===== src/rtl/panel_scan_ctrl.sv =====
// Row-pair scan sequencer for the 16x32 RGB panel.
// Shifts, blanks, latches and owns the frame-aligned screen index.
module panel_scan_ctrl #(
  parameter int COLS        = 32,
  parameter int ROWS        = 8,
  parameter int ONTIME      = 48,
  parameter int BLANK       = 2,
  parameter int NUM_SCREENS = 16,
  localparam int CW = $clog2(COLS),
  localparam int RW = $clog2(ROWS),
  localparam int TW = $clog2(ONTIME + BLANK + 2)
) (
  input  logic          clk,
  input  logic          reset,
  input  logic [4:0]    screen_req,
  input  logic          screen_req_valid,
  output logic [4:0]    screen,
  output logic [CW-1:0] col,
  output logic [RW-1:0] row,
  output logic          sclk,
  output logic          lat,
  output logic          oe_n,
  output logic [RW-1:0] abc,
  output logic          frame_start
);

  typedef enum logic [1:0] {
    S_SHIFT,
    S_WAIT,
    S_BLANK,
    S_LATCH
  } state_t;

  state_t        state, state_n;
  logic [TW-1:0] t, t_n;
  logic          primed;
  logic [4:0]    pend;
  logic          pend_v;
  logic          last_row;
  logic          req_ok;

  assign last_row = (row == RW'(ROWS - 1));
  assign req_ok   = screen_req_valid &&
                    (32'(screen_req) < NUM_SCREENS);

  always_comb begin
    state_n = state;
    t_n     = t + 1'b1;
    unique case (state)
      S_SHIFT: begin
        if (t == TW'(COLS - 1)) begin
          t_n     = '0;
          state_n = (ONTIME > COLS) ? S_WAIT : S_BLANK;
        end
      end
      S_WAIT: begin
        if (t == TW'(ONTIME - COLS - 1)) begin
          t_n     = '0;
          state_n = S_BLANK;
        end
      end
      S_BLANK: begin
        if (t == TW'(BLANK - 1)) begin
          t_n     = '0;
          state_n = S_LATCH;
        end
      end
      S_LATCH: begin
        t_n     = '0;
        state_n = S_SHIFT;
      end
      default: begin
        t_n     = '0;
        state_n = S_SHIFT;
      end
    endcase
  end

  always_ff @(posedge clk) begin
    if (reset) begin
      state  <= S_SHIFT;
      t      <= '0;
      row    <= '0;
      abc    <= '0;
      screen <= '0;
      pend   <= '0;
      pend_v <= 1'b0;
      primed <= 1'b0;
    end else begin
      state <= state_n;
      t     <= t_n;
      if (state == S_LATCH) begin
        abc    <= row;
        primed <= 1'b1;
        row    <= last_row ? '0 : row + 1'b1;
        if (last_row && pend_v) begin
          screen <= pend;
          pend_v <= 1'b0;
        end
      end
      // a request in the boundary cycle survives as pending
      if (req_ok) begin
        pend   <= screen_req;
        pend_v <= 1'b1;
      end
    end
  end

  assign sclk        = (state == S_SHIFT);
  assign lat         = (state == S_LATCH);
  assign oe_n        = !(primed &&
                         (state == S_SHIFT ||
                          state == S_WAIT));
  assign frame_start = (state == S_SHIFT) &&
                       (t == '0) && (row == '0);
  assign col         = (state == S_SHIFT) ?
                       t[CW-1:0] : CW'(COLS - 1);

endmodule


===== config.mk =====
export PLATFORM = sky130hd
export DESIGN_NAME = panel_scan_ctrl
export DESIGN_NICKNAME = d
export VERILOG_FILES = /design/src/rtl/panel_scan_ctrl.sv
export SDC_FILE = /design/constraint.sdc
export NUM_CORES = 1
export LEC_CHECK = 0
export ABC_AREA = 1
export CORE_UTILIZATION = 29
export DETAILED_ROUTE_END_ITERATION = 10
export DONT_BUFFER_PORTS = 1
export PLACE_DENSITY = 0.51
export SKIP_LAST_GASP = 1
export SYNTH_ARGS = -nofsm -noshare
export SYNTH_HDL_FRONTEND = slang
export SYNTH_SLANG_ARGS = --single-unit

===== constraint.sdc =====
create_clock -name clk -period 2.35 [get_ports clk]
set_clock_uncertainty 0.2 [all_clocks]
set_input_delay 0.705 -clock clk [delete_from_list [all_inputs] [get_ports clk]]
set_output_delay 0.705 -clock clk [all_outputs]
set_load 0.02 [all_outputs]

==> reports/metrics.cfg <==
[sta]
tightest_slew_ps=408
slew_headroom_pct=72.7
whs_ps=265
setup_viol=0
setup_slack_ps=93.6
finalCritPeriodShare_pct=96.0
fin_tns_setup_ps=0
rsz0062_at_grt=no
min_period_ps=2260
fmax_mhz=443
hold_viol=0
drv_slew=0

[clock_network]
cts_made_buffers=3
cts_sinks=26
clk_latency_ps=270
cts_tree=done
ctsHtreeMaxLevel=1
path_clk_slew_ps=90
cts-root-buf=clkbuf_8
clockBufferDepth=2

[drt]
highest_layer=met4
num_vias=994
wl_met1_mm=1.18
wire_per_inst_um=12.4
drt.antenna.violating_nets=0
wirelength_mm=2.62
drt_iter0_drc=59
vias_per_cell=4.69
routed-wl-met2_mm=1.31
dr.pass1.iters=4
wl_met3_um=118
drcViolationCount=0

[worst_setup_path]
end_kind=output pin
cp-startpoint=state[0]
r2r_start=row[1]
arrival_ps=1350
cp.buffers_inverters=3
max_stage_delay_ps=350
critPathRequiredTime_ps=1440
worst-setup-path-type=register to output pin
start_kind=register
cp_top_family=flip-flops
crit_top_cell=inv_2
crit_fanout=7
ff2ff_setup_slack_ps=610
critPathSlowestCell=dfxtp_2
crit_chain=inv_2, ha_4, buf_6, inv_2, or2_1

[logic_synthesis]
synth_area_um2=1210
ys.flop_type=dfxtp_1
synth_fp_nets=172
synthTopCellsByArea=dfxtp_1 43%, ha_1 10%, nor2_1 8.7%
synth_enable_flop_cells=0
yosysWarnings=0
ys_async_sr_fraction_pct=0
syn_inst=154
synth_common_cells=28 x nor2_1, 26 x dfxtp_1, 17 x nand2_1, 16 x inv_1, 14 x o21ai_1
synth_seq_area_share_pct=43.1
synth_top_cell_area_share_pct=43.1
yosysTopAreaCell=dfxtp_1
yosysMostFrequentCell=nor2_1
syn_avg_cell_area_um2=7.84
ys_types=22
ys_ff_latch=26

[placed_design]
dp_hpwl_mm=1.99
port_buffers=0
place_ws_ps=253
place_area_um2=1310
gp_congestion=0.735

[die]
die_h_um=66.5
core_um2=4000
pin_count=28
chipWidth_um=66.5
start_util_pct=30.2
num_rows=23
die-area_um2=4430

[power]
leakage_nw=0.613
power.total_mw=0.956
power_density_nw_per_um2=685
vdd_ir_drop_max_v=0.000260

[worst_hold_path]
hp-start=pend[4]
min_path_type=register to register

[layout]
stdcell_area_um2=1400
finish.net_count=181
multi_input_area_um2=601
seq_area_um2=523
antenna_cells=0
drive_above_1_share_pct=20.4
syn2layout_area_growth_pct=15.6
n_fill_cell=433

[global_route]
grt_pass1_wl_mm=4.36
grt_max_degree=18
grt.total_usage_pct=13.0
grt_overflow=0
antenna_found_initial=0
grt_pass1_vias=964

[outcome]
status=finished, final reports clean

[flow_run]
cap_violations=0

## metal layers
layer	global-route usage [%]	vias to the layer above
li1	-	504
met1	15.7	463
met2	22.6	25
met3	2.57	2
met4	4.79	0
met5	0	-
## power by group
part           leakage (nW)  switching (mW)  total (mW)  internal, mW
registers             0.212          0.0120       0.467         0.455
logic                 0.365          0.0802       0.122        0.0415
clock network        0.0357           0.140       0.368         0.228
## final cells by class
class / instances / area share, %
Clock buffer: 3 / 2.96
Clock inverter: 1 / 2.15
Inverter: 22 / 5.91
Multi-Input combinational cell: 103 / 43.0
Sequential cell: 26 / 37.5
Tap cell: 50 / 4.48
Timing Repair Buffer: 7 / 4.03
## worst min-delay path, delay by kind of cell, from the launching register on
kind             cells  cell delay [ps]
flip-flops           1              330
AND/OR/NAND/NOR      2              100
## stage by stage
step | cells | util [%]
after floorplan | 154 | -
after global placement | 208 | 32.7
after detailed placement | 208 | 32.7
after CTS | 212 | 34.6
after global routing | 212 | 34.9
final | 212 | 34.9
## worst paths after layout
path                to  depth (start not counted)
max reg2reg  screen[3]                          6
max             col[2]                          5
min            pend[4]                          2
min reg2reg    pend[4]                          2
## cell usage in the layout (no fill, tap or decap), drive strengths merged, types with 2 or more instances in the layout
cell,Yosys,routed
a21oi,12,12
nand3,8,8
buf,3,7
nor2,30,30
o21ai,14,14
clkbuf,0,3
ha,10,10
dfxtp,26,26
xor2,2,2
inv,22,22
nand2,21,21
## logic make-up after synthesis
kind of cell / synth area share, %
adders and majority gates: 10.4
DFF: 43.1
buffers and inverters: 8.60
xor gates and xnor gates: 1.45
AOI/OAI and AO/OA: 12.3
and+or+nand+nor: 24.1
## registers in the layout (all words and copies together), names as in the netlist
register and cells:
abc 3, pend 5, t 6, row 3, primed 1, state 2, pend_v 1, screen 5
## what timing repair did
item / CTS / global route
setup endpoints to repair: 2 / 3
resized for setup: 3 / 4
hold buffers: 0 / 0
buffers inserted: 0 / 0
No activity file was read; power rests on OpenSTA's default activity.
